$ cat src/rtl/log_fifo_reader.sv
// Read-side controller for the frame-detector log FIFO.
// Pops one entry at a time and streams it out LSB-first as AXIS beats.
module log_fifo_reader #(
    parameter int C_ENTRY_WIDTH = 202,
    parameter int C_AXIS_WIDTH  = 32,
    parameter int C_COUNT_WIDTH = 32
) (
    input  logic                     clk,
    input  logic                     rst_n,
    input  logic                     enable,
    input  logic                     fifo_empty,
    output logic                     fifo_rd_en,
    input  logic                     fifo_valid,
    input  logic [C_ENTRY_WIDTH-1:0] fifo_dout,
    output logic [C_AXIS_WIDTH-1:0]  m_axis_tdata,
    output logic                     m_axis_tvalid,
    input  logic                     m_axis_tready,
    output logic                     m_axis_tlast,
    output logic                     busy,
    output logic [C_COUNT_WIDTH-1:0] entries_sent
);

    localparam int BEATS =
        (C_ENTRY_WIDTH + C_AXIS_WIDTH - 1) / C_AXIS_WIDTH;
    localparam int SW = BEATS * C_AXIS_WIDTH;
    localparam int BW = (BEATS > 1) ? $clog2(BEATS) : 1;

    typedef enum logic [1:0] {
        S_IDLE,
        S_READ,
        S_WAIT,
        S_SEND
    } state_t;

    state_t                   r_state;
    state_t                   w_next;
    logic [SW-1:0]            r_shift;
    logic [BW-1:0]            r_beat;
    logic [C_COUNT_WIDTH-1:0] r_sent;
    logic                     w_last;
    logic                     w_hs;

    assign w_last = (r_beat == BW'(BEATS - 1));
    assign w_hs   = (r_state == S_SEND) && m_axis_tready;

    always_ff @(posedge clk or negedge rst_n) begin
        if (!rst_n) begin
            r_state <= S_IDLE;
        end else begin
            r_state <= w_next;
        end
    end

    always_comb begin
        w_next = r_state;
        unique case (r_state)
            S_IDLE: begin
                if (enable && !fifo_empty) begin
                    w_next = S_READ;
                end
            end
            S_READ: begin
                w_next = S_WAIT;
            end
            S_WAIT: begin
                if (fifo_valid) begin
                    w_next = S_SEND;
                end
            end
            S_SEND: begin
                if (w_hs && w_last) begin
                    w_next = S_IDLE;
                end
            end
            default: begin
                w_next = S_IDLE;
            end
        endcase
    end

    // Final beat is zero-padded by the zero-extended load.
    always_ff @(posedge clk or negedge rst_n) begin
        if (!rst_n) begin
            r_shift <= '0;
            r_beat  <= '0;
            r_sent  <= '0;
        end else begin
            if (r_state == S_WAIT && fifo_valid) begin
                r_shift <= SW'(fifo_dout);
                r_beat  <= '0;
            end else if (w_hs) begin
                if (w_last) begin
                    r_sent <= r_sent + C_COUNT_WIDTH'(1);
                end else begin
                    r_shift <= r_shift >> C_AXIS_WIDTH;
                    r_beat  <= r_beat + BW'(1);
                end
            end
        end
    end

    always_comb begin
        fifo_rd_en    = (r_state == S_READ);
        m_axis_tvalid = (r_state == S_SEND);
        m_axis_tlast  = (r_state == S_SEND) && w_last;
        m_axis_tdata  = '0;
        if (r_state == S_SEND) begin
            m_axis_tdata = r_shift[C_AXIS_WIDTH-1:0];
        end
        busy          = (r_state != S_IDLE);
        entries_sent  = r_sent;
    end

endmodule

$ cat config.mk
export PLATFORM = sky130hd
export DESIGN_NAME = log_fifo_reader
export DESIGN_NICKNAME = d
export VERILOG_FILES = /design/src/rtl/log_fifo_reader.sv
export SDC_FILE = /design/constraint.sdc
export NUM_CORES = 1
export LEC_CHECK = 0
export ABC_AREA = 1
export CAP_MARGIN = 10
export CORE_MARGIN = 1.5
export CORE_UTILIZATION = 30
export DETAILED_ROUTE_END_ITERATION = 10
export PLACE_DENSITY_LB_ADDON = 0.05
export SYNTH_ARGS = -nofsm -noshare
export SYNTH_HDL_FRONTEND = slang
export SYNTH_SLANG_ARGS = --single-unit
$ cat constraint.sdc
create_clock -name clk -period 2.6 [get_ports clk]
set_input_delay 0.65 -clock clk [delete_from_list [all_inputs] [get_ports clk]]
set_output_delay 0.65 -clock clk [all_outputs]
set_load 0.005 [all_outputs]
======== Word level (Yosys, flattened, before mapping) ========
Cells that the tools add are included.
operators by class
  $add $sub $neg .......................... 2
  equal/unequal tests ..................... 8
  muxes and demuxes ....................... 11
  bitwise operators ....................... 1
  reductions and logical operators ........ 12
operators with widths
  cell                   count
  $mux 224               3
  $add 32x1->32 const B  1
  $mux 32                1
  $mux 3                 3
  $pmux 2 s4             1
  $mux 2                 3
  $reduce_and 3->1       2
  $logic_and 1x1->1      5
  $eq 2x2->1 const B     2
  $ne 2x1->1 const B     2
  $ne 2x2->1 const B     2
  $reduce_bool 2->1      2
  $add 3x1->3 const B    1
  $eq 3x3->1 const B     1
  $eq 2x1->1 const B     1
  $logic_not 2->1        1
  $reduce_and 2->1       1
  $logic_not 1->1        1
  $not 1->1              1
storage, ports and cells
  flip-flop bits (word level) ............. 261
  input port bits ......................... 208
  output and inout bits ................... 68
  word-level logic and storage cells ...... 38

======== Depth between registers and ports, before layout ========
  depth in word-level cells ............... 5
  mapped depth ............................ 12
  gate-level depth less buffers ........... 10

======== Worst setup path after synthesis ========
No wires, ideal clock.
  path kind ............................... reg-to-output
  start ................................... register r_state[0]
  end ..................................... output port m_axis_tdata[10]
  arrival ................................. 1.090 ns
  data required time ...................... 1.950 ns
  slack ................................... 0.860 ns
  cell stages (with the launch flop) ...... 6
  path buffers ............................ 2
  cell sequence ........................... dfrtp_1 ha_1 buf_4 clkbuf_1 nand2_1 inv_1
on the way
  word-level cells in the longest chain between the ends .. 2
ends and longest elaborated chain
  item                      RTL line  source
  start: declaration        35        state_t r_state;
  start signal: assignment  50        r_state <= w_next;
  $eq 2x2->1                -
  via m_axis_tvalid         16        output logic m_axis_tvalid,
  $mux 32                   107       if (r_state == S_SEND) begin
  end: declaration          15        output logic [C_AXIS_WIDTH-1:0] m_axis_tdata,
The timed path passes the listed nets, and every way through them passes these cells.

======== Worst setup path after layout ========
  start ................................... register r_state[0]
  end ..................................... output port busy
on the way
  word-level cells in the longest chain between the ends .. 1
ends and longest elaborated chain
  item               RTL line  source
  $reduce_bool 2->1  110       busy = (r_state != S_IDLE);
  end: declaration   19        output logic busy,
No other way between the ends.

==> impl_metrics.py <==
metrics = {
    "outcome": {
        "outcome": "finished clean",
    },
    "synth": {
        "synth_top_area_share": 0.541,
        "synth-xor-area-share": 0.0119,
        "synth_area_leaders": "dfrtp_1 (54%), nand2_1 (12%), nand3_1 (11%)",
        "yosysUniqueCellTypes": 30,
        "syn_nets": 1519,
        "syn_inst": 1304,
        "synth_seq_cells": 239,
        "yosysWarnings": 0,
        "syn-mean-instance-area_um2": 8.47,
        "synthSimpleGateAreaFrac": 0.270,
        "synth-compound-area-share": 0.0949,
        "synthesis.area_um2": 11000,
        "yosysTopAreaCell": "dfrtp_1",
        "synth_fa_ha_area_frac": 0.00793,
        "synth_top_family_by_area": "simple AND/OR/NAND/NOR gates",
        "ys_seq_area_frac": 0.541,
        "muxShareOfSynthArea": 0,
    },
    "power": {
        "swShare": 0.353,
        "p_switching_mw": 5.61,
        "power_frac_comb": 0.335,
        "p_per_area_nw_per_um2": 1020,
        "ir_drop_v": 0.000487,
        "intPower_mw": 10.3,
        "p_clk_frac": 0.273,
        "power_mw": 15.9,
        "power_frac_seq": 0.392,
        "p_leak_nw": 7.16,
    },
    "finish": {
        "final_util": 0.426,
        "multi_input_area_um2": 4290,
        "register_area_um2": 5980,
        "drive_gt1_frac": 0.0661,
        "syn2layout_area_growth_pct": 40.6,
        "fillCellCount": 3737,
        "nNetsFinal": 1781,
        "instances_no_fill": 2060,
        "final_cell_area_um2": 15500,
    },
    "timing": {
        "max_slew_margin": 0.539,
        "worst_slew_pin_slew_ps": 691,
        "fin_skew_ps": 10.2,
        "worst_slack_ps": 65.2,
        "tns_ps": 0,
        "clock.fmax_ghz": 0.395,
        "slew_viol_final": 0,
        "setup_violations": 0,
        "finalHoldViolCount": 0,
        "grt_setup_unrepaired": "true",
        "hold_ws_ps": 39.0,
        "fin_crit_sh": 0.975,
        "min_period_ps": 2530,
    },
    "placement": {
        "gp_congestion": 0.839,
        "dp_cells": 1995,
        "hpwl_um": 25000,
        "placed_cell_area_um2": 14400,
        "place_worst_setup_slack_ps": 181,
        "port_buffers": 275,
    },
    "detailed_routing": {
        "drt-initial-drc-count": 517,
        "via_per_inst": 4.73,
        "vias": 9743,
        "wire_per_inst_um": 17.5,
        "final_antenna_net_count": 0,
        "routed_wirelength_um": 36000,
        "drt_pass1_iterations": 5,
        "drc": 0,
    },
    "floorplan": {
        "dieArea_um2": 38000,
        "io_pins": 276,
        "die_w_um": 195,
        "rows": 70,
        "initial_utilization": 0.303,
        "core-area_um2": 36400,
        "die_h_um": 195,
    },
    "setup_path": {
        "rrSetupSlack_ps": 450,
        "crit_buf_inv": 4,
        "startpoint_type": "register",
        "crit_path_start": "r_state[0]$_DFFE_PN0P_",
        "cp.required_ps": 1950,
        "cp_max_fo": 3,
        "cpMaxStageDelayCell": "clkdlybuf4s50_1",
        "critPathKind": "register to primary output",
        "crit_family": "buffers and inverters",
        "path_cells": "buf_4, inv_1, ha_4, inv_1, clkdlybuf4s50_1",
        "rr_endpoint": "r_shift[47]$_DFFE_PN0P_",
        "reg2reg_from": "r_state[0]$_DFFE_PN0P_",
        "r2r_cells": 9,
        "worstSetupEndpointType": "primary output",
        "cp.arrival_ps": 1880,
        "crit_top_cell": "inv_1",
        "cpPeakStageDelay_ps": 490,
    },
    "cts": {
        "cts_tree": "built",
        "clock-sinks": 239,
        "path_clk_slew_ps": 60,
        "numCtsBuffers": 30,
        "htreeDepth": 1,
        "cts_root_buf": "clkbuf_16",
        "ctsLongestPathBuffers": 3,
        "cts_hold_buf": 0,
        "insertion_delay_ps": 560,
    },
    "global_routing": {
        "first_global_vias": 9491,
        "grt_pass1_wl_um": 56300,
        "grt_max_degree": 139,
        "gr-total-overflow": 0,
        "grt_antenna_before_repair": 3,
        "grtUsageTotal": 0.188,
    },
    "job": {
        "maxCapViolations": 0,
    },
    "hold_path": {
        "hp-class": "primary input to asynchronous set/reset pin",
    },
}
cells in the mapped netlist:
cell type	number
inv_1	106
nor2_4	3
nor3_2	1
buf_4	4
nand2_1	358
nand2_2	2
nand3b_1	2
inv_4	1
nor2_1	67
ha_1	7
o21ai_0	8
and2_1	2
xor2_1	5
clkbuf_1	32
nand4_1	14
nand2_4	1
nand3_4	1
nand3_1	236
buf_6	3
buf_2	40
nor3_1	2
a21oi_1	59
a22o_1	32
dfrtp_1	239
buf_1	2
o31ai_1	1
o211ai_1	30
xnor2_1	10
o22ai_1	32
inv_2	4
sequential cells by signal, indices dropped and copies added (netlist names):
signal,cells
entries_sent,32
r_beat,3
r_state,2
r_shift,202
timing repair:
item | in CTS | in global routing
resized for setup | 34 | 4
buffers inserted | 5 | 1
pin swaps | 0 | 1
endpoints found under the setup margin | 34 | 4
gates cloned | 0 | 1
cells in the final DEF (no fill, tap or decap), types with 9 or more instances in the layout:
cell / synthesis / layout
buf_12: 0 / 14
clkdlybuf4s50_1: 0 / 240
nor2_1: 67 / 66
xnor2_1: 10 / 10
nand2_1: 358 / 357
o211ai_1: 30 / 30
inv_1: 106 / 106
o22ai_1: 32 / 32
clkbuf_8: 0 / 9
dfrtp_1: 239 / 239
a21oi_1: 59 / 59
nand4_1: 14 / 14
dlygate4sd2_1: 0 / 31
clkbuf_16: 0 / 31
buf_4: 4 / 21
nand3_1: 236 / 236
a22o_1: 32 / 32
worst max-delay path by stage:
stage / end / depth (start not counted)
floorplan: m_axis_tdata[10] / 5
global placement: r_shift[45]$_DFFE_PN0P_ / 6
detailed placement: r_shift[161]$_DFFE_PN0P_ / 7
CTS: m_axis_tdata[12] / 5
global route: busy / 5
finish: busy / 5
layer usage:
layer / global-route usage / wire [um]
met5: 0 / 0
met3: 0.0305 / 1760
met1: 0.298 / 18600
met4: 0.0422 / 644
met2: 0.262 / 14900
logic make-up (layout without fill, tap and decap cells):
kind of cell    after synthesis  after routing
compound gates              162            162
fa+ha+maj                     7              7
buf+inv                     192            477
xor+xnor                     15             15
flops                       239            239
other cells                   0              3
simple gates                689            689
power groups by stage:
stage	Clock [mW]	Sequential, mW	Combinational [mW]
floorplan	0	5.91	3.46
global placement	0	6.26	5.33
detailed placement	0	6.29	5.40
CTS	4.45	6.23	5.36
global route	4.59	6.41	6.03
finish	4.34	6.23	5.32
layout make-up:
type / instances / share of cell area
antenna: 3 / 0.000483
tap: 468 / 0.0377
timing repair buffer: 311 / 0.205
multi-input combinational: 873 / 0.276
clock buffer: 43 / 0.0573
sequential: 239 / 0.385
inverter: 111 / 0.0275
clock inverter: 12 / 0.0103
Power figures use the tool's default switching activity.
